### src/rtl/conv_pkg.sv
// Shared definitions for the convolution-coprocessor instruction controller.
// Holds opcode values, FSM state encoding, instruction field offsets and
// status bit positions used by conv_ctrl_unit and its testbench.
package conv_pkg;

  // Opcodes (instruction[3:0])
  localparam logic [3:0] OPC_CLR_ERR    = 4'b0000;
  localparam logic [3:0] OPC_READ       = 4'b0001;
  localparam logic [3:0] OPC_WRITE      = 4'b0010;
  localparam logic [3:0] OPC_CONV       = 4'b0101;
  localparam logic [3:0] OPC_CONV_TRSP  = 4'b0110;
  localparam logic [3:0] OPC_CONV_ROB   = 4'b0111;
  localparam logic [3:0] OPC_PHOTO_CONV = 4'b1110;
  localparam logic [3:0] OPC_READ_IMAGE = 4'b1111;

  // Instruction field offsets
  localparam int OPC_LSB  = 0;
  localparam int ADDR_LSB = 4;
  localparam int DATA_LSB = 12;

  // Status bit indices: {overflow, timeout, illegal, busy}
  localparam int ST_BUSY     = 0;
  localparam int ST_ILLEGAL  = 1;
  localparam int ST_TIMEOUT  = 2;
  localparam int ST_OVERFLOW = 3;

  typedef enum logic [2:0] {
    S_FETCH  = 3'd0,
    S_DECODE = 3'd1,
    S_MEM    = 3'd2,
    S_RD_CAP = 3'd3,
    S_EXEC   = 3'd4,
    S_IPU    = 3'd5
  } state_t;

  // Decoded instruction class
  typedef enum logic [2:0] {
    K_CLR = 3'd0,
    K_MEM = 3'd1,
    K_CONV = 3'd2,
    K_IPU = 3'd3,
    K_ILL = 3'd4
  } op_kind_t;

endpackage

### src/rtl/instr_fifo.sv
// Synchronous instruction queue with full/empty flags.
// Latency: a pushed word is visible on rdata_o the cycle after the push.
// Backpressure: push refused while full (even with a same-cycle pop); pop ignored while empty.
// Ports: clk/reset (sync, active-high), push_i/wdata_i write side,
//        pop_i/rdata_o read side (rdata_o = head entry), full_o/empty_o flags.
module instr_fifo #(
  parameter int DEPTH = 4,
  parameter int WIDTH = 32
) (
  input  logic             clk,
  input  logic             reset,
  input  logic             push_i,
  input  logic [WIDTH-1:0] wdata_i,
  input  logic             pop_i,
  output logic [WIDTH-1:0] rdata_o,
  output logic             full_o,
  output logic             empty_o
);

  localparam int AW = (DEPTH > 1) ? $clog2(DEPTH) : 1;

  logic [WIDTH-1:0] mem_q [DEPTH];
  logic [AW-1:0]    wr_ptr_q;
  logic [AW-1:0]    rd_ptr_q;
  logic [AW:0]      cnt_q;
  logic             push_ok;
  logic             pop_ok;

  assign full_o  = (cnt_q == (AW+1)'(DEPTH));
  assign empty_o = (cnt_q == '0);
  assign push_ok = push_i && !full_o;
  assign pop_ok  = pop_i && !empty_o;
  assign rdata_o = mem_q[rd_ptr_q];

  // Storage is not reset; only pointers and occupancy are.
  always_ff @(posedge clk) begin
    if (push_ok) mem_q[wr_ptr_q] <= wdata_i;
  end

  always_ff @(posedge clk) begin
    if (reset) begin
      wr_ptr_q <= '0;
      rd_ptr_q <= '0;
      cnt_q    <= '0;
    end else begin
      if (push_ok) wr_ptr_q <= wr_ptr_q + AW'(1);
      if (pop_ok)  rd_ptr_q <= rd_ptr_q + AW'(1);
      case ({push_ok, pop_ok})
        2'b10:   cnt_q <= cnt_q + (AW+1)'(1);
        2'b01:   cnt_q <= cnt_q - (AW+1)'(1);
        default: cnt_q <= cnt_q;
      endcase
    end
  end

endmodule

### src/rtl/conv_ctrl_unit.sv
// Instruction controller: queues host words, decodes and sequences regfile/engine/IPU ops.
// Latency: push to FETCH pop 1 cycle, DECODE +1, action +1 (WRITE strobe in cycle 3 after push).
// Backpressure: instr_ready=0 when queue full; pushes then are dropped and flag overflow.
// Ports: clk/reset (sync, active-high); instruction/activate_instruction/instr_ready host side;
//        output_reg/output_valid/wait_signal/status host status; rf_* register bank;
//        conv_* convolution engine; ipu_* image-processing unit hand-off.
module conv_ctrl_unit
  import conv_pkg::*;
#(
  parameter int ADDR_W     = 6,
  parameter int DATA_W     = 16,
  parameter int FIFO_DEPTH = 4,
  parameter int TIMEOUT    = 1024
) (
  input  logic              clk,
  input  logic              reset,
  input  logic [31:0]       instruction,
  input  logic              activate_instruction,
  output logic              instr_ready,
  output logic [DATA_W-1:0] output_reg,
  output logic              output_valid,
  output logic              wait_signal,
  output logic [3:0]        status,
  output logic              rf_we,
  output logic [ADDR_W-1:0] rf_addr,
  output logic [DATA_W-1:0] rf_wdata,
  input  logic [DATA_W-1:0] rf_rdata,
  output logic              conv_start,
  output logic [1:0]        conv_mode,
  input  logic              conv_done,
  output logic              ipu_cmd_valid,
  output logic [31:0]       ipu_cmd,
  input  logic              ipu_ack
);

  localparam int TW = (TIMEOUT > 2) ? $clog2(TIMEOUT) : 1;
  localparam logic [TW-1:0] TMO_LAST = TW'(TIMEOUT - 1);

  state_t            state_q;
  logic [31:0]       fetched_q;
  logic [DATA_W-1:0] output_reg_q;
  logic              output_valid_q;
  logic              rf_we_q;
  logic [ADDR_W-1:0] rf_addr_q;
  logic [DATA_W-1:0] rf_wdata_q;
  logic              conv_start_q;
  logic [1:0]        conv_mode_q;
  logic              ipu_cmd_valid_q;
  logic [31:0]       ipu_cmd_q;
  logic [TW-1:0]     tmo_cnt_q;
  logic              err_ovf_q;
  logic              err_tmo_q;
  logic              err_ill_q;

  logic [31:0]       fifo_rdata;
  logic              fifo_full;
  logic              fifo_empty;
  logic              fifo_pop;
  logic [3:0]        opc;
  op_kind_t          op_kind_d;

  // Push side is not gated: the FIFO itself refuses writes while full.
  assign fifo_pop = (state_q == S_FETCH) && !fifo_empty;

  instr_fifo #(
    .DEPTH (FIFO_DEPTH),
    .WIDTH (32)
  ) u_fifo (
    .clk     (clk),
    .reset   (reset),
    .push_i  (activate_instruction),
    .wdata_i (instruction),
    .pop_i   (fifo_pop),
    .rdata_o (fifo_rdata),
    .full_o  (fifo_full),
    .empty_o (fifo_empty)
  );

  // Inline decoder on the fetched word
  assign opc = fetched_q[OPC_LSB +: 4];

  always_comb begin
    op_kind_d = K_ILL;
    case (opc)
      OPC_CLR_ERR:                             op_kind_d = K_CLR;
      OPC_READ, OPC_WRITE:                     op_kind_d = K_MEM;
      OPC_CONV, OPC_CONV_TRSP, OPC_CONV_ROB:   op_kind_d = K_CONV;
      OPC_PHOTO_CONV, OPC_READ_IMAGE:          op_kind_d = K_IPU;
      default:                                 op_kind_d = K_ILL;
    endcase
  end

  always_ff @(posedge clk) begin
    if (reset) begin
      state_q         <= S_FETCH;
      fetched_q       <= '0;
      output_reg_q    <= '0;
      output_valid_q  <= 1'b0;
      rf_we_q         <= 1'b0;
      rf_addr_q       <= '0;
      rf_wdata_q      <= '0;
      conv_start_q    <= 1'b0;
      conv_mode_q     <= '0;
      ipu_cmd_valid_q <= 1'b0;
      ipu_cmd_q       <= '0;
      tmo_cnt_q       <= '0;
      err_ovf_q       <= 1'b0;
      err_tmo_q       <= 1'b0;
      err_ill_q       <= 1'b0;
    end else begin
      output_valid_q <= 1'b0;

      case (state_q)
        S_FETCH: begin
          if (!fifo_empty) begin
            fetched_q <= fifo_rdata;
            state_q   <= S_DECODE;
          end
        end

        S_DECODE: begin
          case (op_kind_d)
            K_MEM: begin
              rf_addr_q <= fetched_q[ADDR_LSB +: ADDR_W];
              if (opc == OPC_WRITE) begin
                rf_we_q    <= 1'b1;
                rf_wdata_q <= fetched_q[DATA_LSB +: DATA_W];
              end
              state_q <= S_MEM;
            end
            K_CONV: begin
              conv_start_q <= 1'b1;
              conv_mode_q  <= opc[1:0];
              tmo_cnt_q    <= '0;
              state_q      <= S_EXEC;
            end
            K_IPU: begin
              ipu_cmd_valid_q <= 1'b1;
              ipu_cmd_q       <= fetched_q;
              tmo_cnt_q       <= '0;
              state_q         <= S_IPU;
            end
            K_CLR: begin
              err_ovf_q <= 1'b0;
              err_tmo_q <= 1'b0;
              err_ill_q <= 1'b0;
              state_q   <= S_FETCH;
            end
            default: begin
              err_ill_q <= 1'b1;
              state_q   <= S_FETCH;
            end
          endcase
        end

        S_MEM: begin
          // Write strobe lasts exactly the MEM cycle; a READ waits one
          // more cycle for the bank's registered read data.
          rf_we_q <= 1'b0;
          state_q <= (opc == OPC_READ) ? S_RD_CAP : S_FETCH;
        end

        S_RD_CAP: begin
          output_reg_q   <= rf_rdata;
          output_valid_q <= 1'b1;
          state_q        <= S_FETCH;
        end

        S_EXEC: begin
          if (conv_done) begin
            conv_start_q <= 1'b0;
            state_q      <= S_FETCH;
          end else if (tmo_cnt_q == TMO_LAST) begin
            conv_start_q <= 1'b0;
            err_tmo_q    <= 1'b1;
            state_q      <= S_FETCH;
          end else begin
            tmo_cnt_q <= tmo_cnt_q + TW'(1);
          end
        end

        S_IPU: begin
          if (ipu_ack) begin
            ipu_cmd_valid_q <= 1'b0;
            state_q         <= S_FETCH;
          end else if (tmo_cnt_q == TMO_LAST) begin
            ipu_cmd_valid_q <= 1'b0;
            err_tmo_q       <= 1'b1;
            state_q         <= S_FETCH;
          end else begin
            tmo_cnt_q <= tmo_cnt_q + TW'(1);
          end
        end

        default: state_q <= S_FETCH;
      endcase

      // Placed after the decode so a refused push wins over a same-cycle CLR_ERR.
      if (activate_instruction && fifo_full) err_ovf_q <= 1'b1;
    end
  end

  assign instr_ready   = !fifo_full;
  assign wait_signal   = !fifo_empty || (state_q != S_FETCH);
  assign status        = {err_ovf_q, err_tmo_q, err_ill_q, (state_q != S_FETCH)};
  assign output_reg    = output_reg_q;
  assign output_valid  = output_valid_q;
  assign rf_we         = rf_we_q;
  assign rf_addr       = rf_addr_q;
  assign rf_wdata      = rf_wdata_q;
  assign conv_start    = conv_start_q;
  assign conv_mode     = conv_mode_q;
  assign ipu_cmd_valid = ipu_cmd_valid_q;
  assign ipu_cmd       = ipu_cmd_q;

endmodule
### config.mk
export PLATFORM = sky130hd
export DESIGN_NAME = conv_ctrl_unit
export DESIGN_NICKNAME = d
export VERILOG_FILES = /design/src/rtl/conv_pkg.sv /design/src/rtl/instr_fifo.sv /design/src/rtl/conv_ctrl_unit.sv
export SDC_FILE = /design/constraint.sdc
export NUM_CORES = 1
export LEC_CHECK = 0
export CORE_ASPECT_RATIO = 0.75
export CORE_MARGIN = 2
export CORE_UTILIZATION = 50
export CTS_CLUSTER_SIZE = 12
export DETAILED_ROUTE_END_ITERATION = 10
export GPL_TIMING_DRIVEN = 0
export PLACE_DENSITY = 0.74
export SYNTH_ARGS = -nofsm -noshare
export SYNTH_HDL_FRONTEND = slang
export SYNTH_SLANG_ARGS = --single-unit
export TNS_END_PERCENT = 20
### constraint.sdc
create_clock -name clk -period 3.3 [get_ports clk]
set_clock_uncertainty 0.15 [all_clocks]
set_input_delay 0.66 -clock clk [delete_from_list [all_inputs] [get_ports clk]]
set_output_delay 0.66 -clock clk [all_outputs]
set_load 0.005 [all_outputs]
==> flow_metrics.py, run 1 <==
metrics = {
    "outcome": {
        "outcome": "finished, final reports clean",
    },
    "sta": {
        "hold_violations": 0,
        "finalSetupViolations": 0,
        "fmax_ghz": 0.3237,
        "tns_ns": 0,
        "tightest_slew_ns": 0.8802,
        "relSlewSlack": 0.4132,
        "fin_crit_sh": 0.9361,
        "fin_crit_ns": 3.089,
        "rsz0062_at_grt": "false",
        "slew_violations": 0,
    },
    "global_route": {
        "antenna_found_initial": 0,
        "grt_pass1_wl_um": 36240,
        "grt_pass1_vias": 6438,
        "grt_util_all_layers": 0.2193,
        "grt_overflow_total": 0,
        "grt_max_degree": 33,
    },
    "finish": {
        "largest_reg_flops": 128,
        "layoutNonFillerInstCount": 1224,
        "largest-register": "u_fifo.mem_q",
        "drive_gt1_frac": 0.1092,
        "layout.nets": 1015,
        "syn2layout_area_growth_pct": 24.51,
        "diodes": 0,
    },
    "floorplanning": {
        "fp.dieW_um": 167.0,
        "std_cell_rows": 44,
        "io_pins": 135,
        "die_area_sq_um": 21070,
        "initial_core_util": 0.5124,
        "dieHeight_um": 126.2,
        "coreArea_sq_um": 19430,
    },
    "drt": {
        "vias": 6709,
        "wl_um": 23290,
        "viasPerCell": 5.481,
        "ant_nets": 0,
        "first_pass_iters": 4,
        "drt_iter0_markers": 529,
        "detail_route.wl_per_cell_um": 19.03,
        "drc_errors": 0,
    },
    "worst_setup_path": {
        "cp.required_ns": 3.60,
        "cp_max_fo": 10,
        "end_kind": "register",
        "crit_arrival_ns": 3.39,
        "cp-startpoint": "state_q[1]",
        "cp-start-kind": "register",
        "r2r_start": "state_q[1]",
        "crit_type": "register to register",
    },
    "worst_hold_path": {
        "min_path_type": "register to register",
        "hold_start": "output_reg[8]",
    },
    "clock_tree": {
        "cts_buffer_depth": 3,
        "post-cts-setup-buffers": 0,
        "worstSkewPairLatency_ns": 0.52,
        "post_cts.resized_instances": 0,
        "clock_sinks": 259,
        "h-tree-depth": 1,
        "cts-buffers-inserted": 26,
        "cts_root_buffer": "clkbuf_16",
        "tritoncts": "done",
        "postCtsHoldBufs": 0,
        "clkSlewWorstSetupHoldPaths_ns": 0.06,
    },
    "yosys": {
        "syn_avg_cell_area_sq_um": 12.62,
        "async_flop_share": 0,
        "ys_seq_elements": 259,
        "post_synth_num_cell_types": 60,
        "ys.flop_type": "dfxtp_1",
        "yosysSeqAreaShare": 0.6493,
        "syn_area_sq_um": 9958,
        "synthCells": 789,
        "synth_edf_count": 128,
        "yosys_warnings": 0,
        "synth_fp_nets": 853,
    },
    "power": {
        "ir_drop_mv": 0.4545,
        "p_leak_nw": 4.308,
        "power.density_nw_per_um2": 729.2,
    },
    "placement": {
        "dp_hpwl_um": 16000,
        "routabilityCongestion": 0.8026,
        "port_buffers": 134,
        "place_inst": 1176,
    },
    "run": {
        "cap_violations": 0,
    },
}
## cell families (layout without fill, tap and decap cells)
kind of cell	after synthesis	in the layout	share of synthesized area
muxes	64	64	0.1050
buffers and inverters	70	252	0.03317
xor gates and xnor gates	5	5	0.004398
and+or+nand+nor	242	242	0.1151
adders and majority gates	11	11	0.01457
DFF	259	259	0.6493
AOI/OAI and AO/OA	138	138	0.07840
## critical path, stage by stage, from the launching register on
cell	delay [ns]
dfxtp_1	0.30
buf_2	0.17
nor3_1	0.36
nand2_1	0.27
inv_2	0.18
buf_2	0.31
ha_1	0.24
inv_1	0.06
fa_1	0.37
xor2_1	0.16
or3_1	0.31
a21oi_1	0.14
## layout by cell type (no fill, tap or decap), types with 4 or more instances in the layout
cell,n
a21oi_1,84
and3_2,4
buf_1,6
buf_2,14
buf_4,9
clkbuf_1,39
clkbuf_16,27
clkdlybuf4s50_1,134
dfxtp_1,131
edfxtp_1,128
ha_1,10
inv_1,15
mux2i_1,31
mux4_2,32
nand2_1,111
nand2b_1,11
nand3_1,39
nand4_1,5
nor2_1,37
nor3_1,5
nor4_1,7
o21ai_0,33
## power breakdown
part	internal, mW	leakage, nW	total, mW	switching (mW)
Combinational	0.891	1.70	2.23	1.34
Sequential	3.83	2.24	4.10	0.262
Clock	1.56	0.376	2.71	1.15
## stage by stage
stage	cell area [sq um]	power [mW]	hold WS, ns	setup slack (ns)	util
floorplan	9958	5.567	0.2866	0.7307	-
global placement	11620	6.332	0.2920	0.04394	0.5977
detailed placement	11620	6.370	0.2967	0.2499	0.5980
CTS	12400	9.078	0.3043	0.2365	0.6380
global route	12400	9.461	0.3167	0.01177	0.6380
finish	12400	9.042	0.3031	0.2110	0.6380
## synthesized netlist by cell type, drive strengths merged, types with 10 or more instances
master | count | share of area
nand2b | 11 | 0.0069
mux2i | 31 | 0.031
inv | 16 | 0.0060
a21oi | 84 | 0.042
buf | 31 | 0.018
dfxtp | 131 | 0.26
clkbuf | 23 | 0.0088
o21ai | 33 | 0.017
nand2 | 111 | 0.042
nand3 | 39 | 0.020
ha | 10 | 0.013
nor2 | 38 | 0.015
mux4 | 32 | 0.072
edfxtp | 128 | 0.39
## layout make-up
class	instances	area (sq um)
Multi-Input combinational cell	460	3167
Tap cell	253	316.6
Buffer	54	270.3
Clock inverter	2	11.26
Sequential cell	259	6466
Timing Repair Buffer	134	1341
Inverter	16	60.06
Fill cell	1527	7034
Clock buffer	46	767.0
## layer usage
metal | wire, um | up-vias | track usage
met4 | 530 | 0 | 0.05629
met3 | 1428 | 42 | 0.03111
met5 | 0 | - | 0
met2 | 10880 | 250 | 0.3597
li1 | - | 3198 | -
met1 | 10460 | 3219 | 0.3112
## path summary, 6_finish.rpt
kind	slack, ns	cells after the start	to
hold / removal	0.30	2	output_reg[8]
setup reg to reg	0.21	11	u_fifo.cnt_q[2]
setup / recovery	0.21	11	u_fifo.cnt_q[2]
hold reg to reg	0.30	2	output_reg[8]
No activity file was read; power rests on OpenSTA's default activity.
==> run 2, diff against run 1 <==
--- a/config.mk
+++ b/config.mk
@@ -5,6 +5,7 @@
 export SDC_FILE = /design/constraint.sdc
 export NUM_CORES = 1
 export LEC_CHECK = 0
+export ABC_CLOCK_PERIOD_IN_PS = 3300
 export CORE_ASPECT_RATIO = 0.75
 export CORE_MARGIN = 2
 export CORE_UTILIZATION = 50
@@ -12,6 +13,7 @@
 export DETAILED_ROUTE_END_ITERATION = 10
 export GPL_TIMING_DRIVEN = 0
 export PLACE_DENSITY = 0.74
+export SLEW_MARGIN = 20
 export SYNTH_ARGS = -nofsm -noshare
 export SYNTH_HDL_FRONTEND = slang
 export SYNTH_SLANG_ARGS = --single-unit
==> flow_metrics.py, run 2 (synthesized netlist as in run 1, its figures left out) <==
metrics = {
    "sta": {
        "tns_ns": 0,
        "rsz0062_at_grt": "false",
        "relSlewSlack": 0.5226,
        "tightest_slew_ns": 0.7161,
        "slew_violations": 0,
        "fin_crit_sh": 0.9039,
        "hold_violations": 0,
        "fin_crit_ns": 2.983,
        "finalSetupViolations": 0,
        "layout_setup_ws_ns": 0.3171,
        "fmax_ghz": 0.3352,
        "whs_ns": 0.3031,
    },
    "clock_tree": {
        "h-tree-depth": 1,
        "worstSkewPairLatency_ns": 0.53,
        "cts-buffers-inserted": 26,
        "cts_buffer_depth": 3,
        "clkSlewWorstSetupHoldPaths_ns": 0.06,
        "tritoncts": "done",
        "clock_sinks": 259,
        "cts_root_buffer": "clkbuf_16",
    },
    "worst_setup_path": {
        "crit_type": "register to register",
        "cp.required_ns": 3.60,
        "crit_arrival_ns": 3.28,
        "cp_max_fo": 10,
        "end_kind": "register",
        "worst-r2r-cell-count": 11,
        "cpMaxStageDelayCell": "fa_1",
        "slowest_delay_ns": 0.37,
        "path_cells": "buf_2 > nor3_2 > nand2_1 > inv_2 > buf_2 > ha_1 > inv_1 > fa_1 > xor2_1 > or3_1 > a21oi_1",
        "r2r_start": "state_q[1]",
        "r2r-end": "u_fifo.cnt_q[2]",
        "cp-start-kind": "register",
        "ff2ff_setup_slack_ns": 0.32,
        "cp_common_cell": "buf_2",
    },
    "global_route": {
        "grt_util_all_layers": 0.2200,
        "grt_max_degree": 30,
        "antenna_found_initial": 0,
        "grt_pass1_vias": 6459,
        "grt_pass1_wl_um": 36250,
        "grt_overflow_total": 0,
    },
    "drt": {
        "wl_um": 23590,
        "viasPerCell": 5.470,
        "vias": 6712,
        "ant_nets": 0,
        "drc_errors": 0,
        "first_pass_iters": 5,
        "detail_route.wl_per_cell_um": 19.23,
        "drt_iter0_markers": 458,
    },
    "worst_hold_path": {
        "hold_start": "output_reg[6]",
        "hold_path_end": "output_reg[6]",
        "holdPathStages": 2,
        "min_path_type": "register to register",
    },
    "placement": {
        "pre_cts_slack_ns": 0.2654,
        "dpl-instance-area_sq_um": 11720,
        "place_inst": 1180,
        "routabilityCongestion": 0.8026,
        "port_buffers": 134,
        "dp_hpwl_um": 16520,
    },
    "finish": {
        "layout_commonest_cell": "clkdlybuf4s50_1",
        "design_area_sq_um": 12520,
        "layout.nets": 1019,
        "final_cell_mix": "clkdlybuf4s50_1 (134), dfxtp_1 (131), edfxtp_1 (128)",
        "layoutNonFillerInstCount": 1227,
        "diodes": 0,
        "syn2layout_area_growth_pct": 25.69,
        "largest_reg_flops": 128,
        "drive_gt1_frac": 0.1150,
        "fin_util": 0.6441,
        "regArea_sq_um": 6466,
        "largest-register": "u_fifo.mem_q",
        "num-fill-cells": 1531,
        "multiInputGateArea_sq_um": 3172,
    },
    "floorplanning": {
        "fp.dieW_um": 167.0,
        "initial_core_util": 0.5124,
        "coreArea_sq_um": 19430,
        "dieHeight_um": 126.2,
        "std_cell_rows": 44,
        "die_area_sq_um": 21070,
        "io_pins": 135,
    },
    "power": {
        "power.density_nw_per_um2": 732.2,
        "p_leak_nw": 4.358,
        "ir_drop_mv": 0.5260,
        "p_total_mw": 9.165,
    },
    "outcome": {
        "outcome": "finished, final reports clean",
    },
    "run": {
        "cap_violations": 0,
    },
}
-- run 2: cell types whose count changed in the layout (fill, tap and decap cells not counted), sizes merged --
cell	before	now
buf	31	35
clkinv	1	0
-- run 2: critical path: cells and delay by family (launching register included) --
kind                       cells  cell delay (ns)
buffers and inverters          4             0.74
and+or+nand+nor                3             0.79
DFF                            1             0.30
AOI/OAI and AO/OA              1             0.14
adders and majority gates      2             0.61
xor gates and xnor gates       1             0.16
-- run 2: where the power goes --
part | switching, mW | internal, mW
clock network | 1.18 | 1.60
logic | 1.37 | 0.933
registers | 0.258 | 3.83
total | 2.80 | 6.36
-- run 2: timing repair --
item | CTS | global route
setup buffers | 0 | 0
hold buffers | 0 | 0
endpoints found under the hold margin | 0 | 0
setup endpoints to repair | 0 | 1
gates resized for setup | 0 | 1
-- run 2: metal layers --
| metal | vias to the layer above | GRT usage | part of all wire |
|---|---|---|---|
| met2 | 268 | 0.3617 | 0.47 |
| met1 | 3206 | 0.3097 | 0.44 |
| li1 | 3200 | - | - |
| met3 | 38 | 0.03520 | 0.071 |
| met4 | 0 | 0.05375 | 0.021 |
| met5 | - | 0 | 0 |
-- run 2: worst max-delay path by stage --
stage                                    start                  end  slack (ns)  cells past startpoint
after floorplan                     state_q[1]      u_fifo.cnt_q[2]        0.73                     11
after global placement    activate_instruction  u_fifo.mem_q[3][18]        0.04                      2
after detailed placement            state_q[1]      u_fifo.cnt_q[2]        0.27                     11
after CTS                           state_q[1]      u_fifo.cnt_q[2]        0.22                     11
after global routing                state_q[1]      u_fifo.cnt_q[2]        0.18                     11
final                               state_q[1]      u_fifo.cnt_q[2]        0.32                     11
-- run 2: final cells by class --
type | count | area share
Sequential cell | 259 | 0.5166
Tap cell | 253 | 0.02529
Clock inverter | 1 | 0.0006997
Timing Repair Buffer | 138 | 0.1148
Inverter | 16 | 0.004798
Multi-Input combinational cell | 460 | 0.2534
Buffer | 54 | 0.02159
Clock buffer | 46 | 0.06287
==> run 3, diff against run 2 <==
--- a/config.mk
+++ b/config.mk
@@ -11,6 +11,7 @@
 export CORE_UTILIZATION = 50
 export CTS_CLUSTER_SIZE = 12
 export DETAILED_ROUTE_END_ITERATION = 10
+export GPL_ROUTABILITY_DRIVEN = 1
 export GPL_TIMING_DRIVEN = 0
 export PLACE_DENSITY = 0.74
 export SLEW_MARGIN = 20
==> results of run 3 <==
Final layout, timing and power as in run 2 (identical DEF).
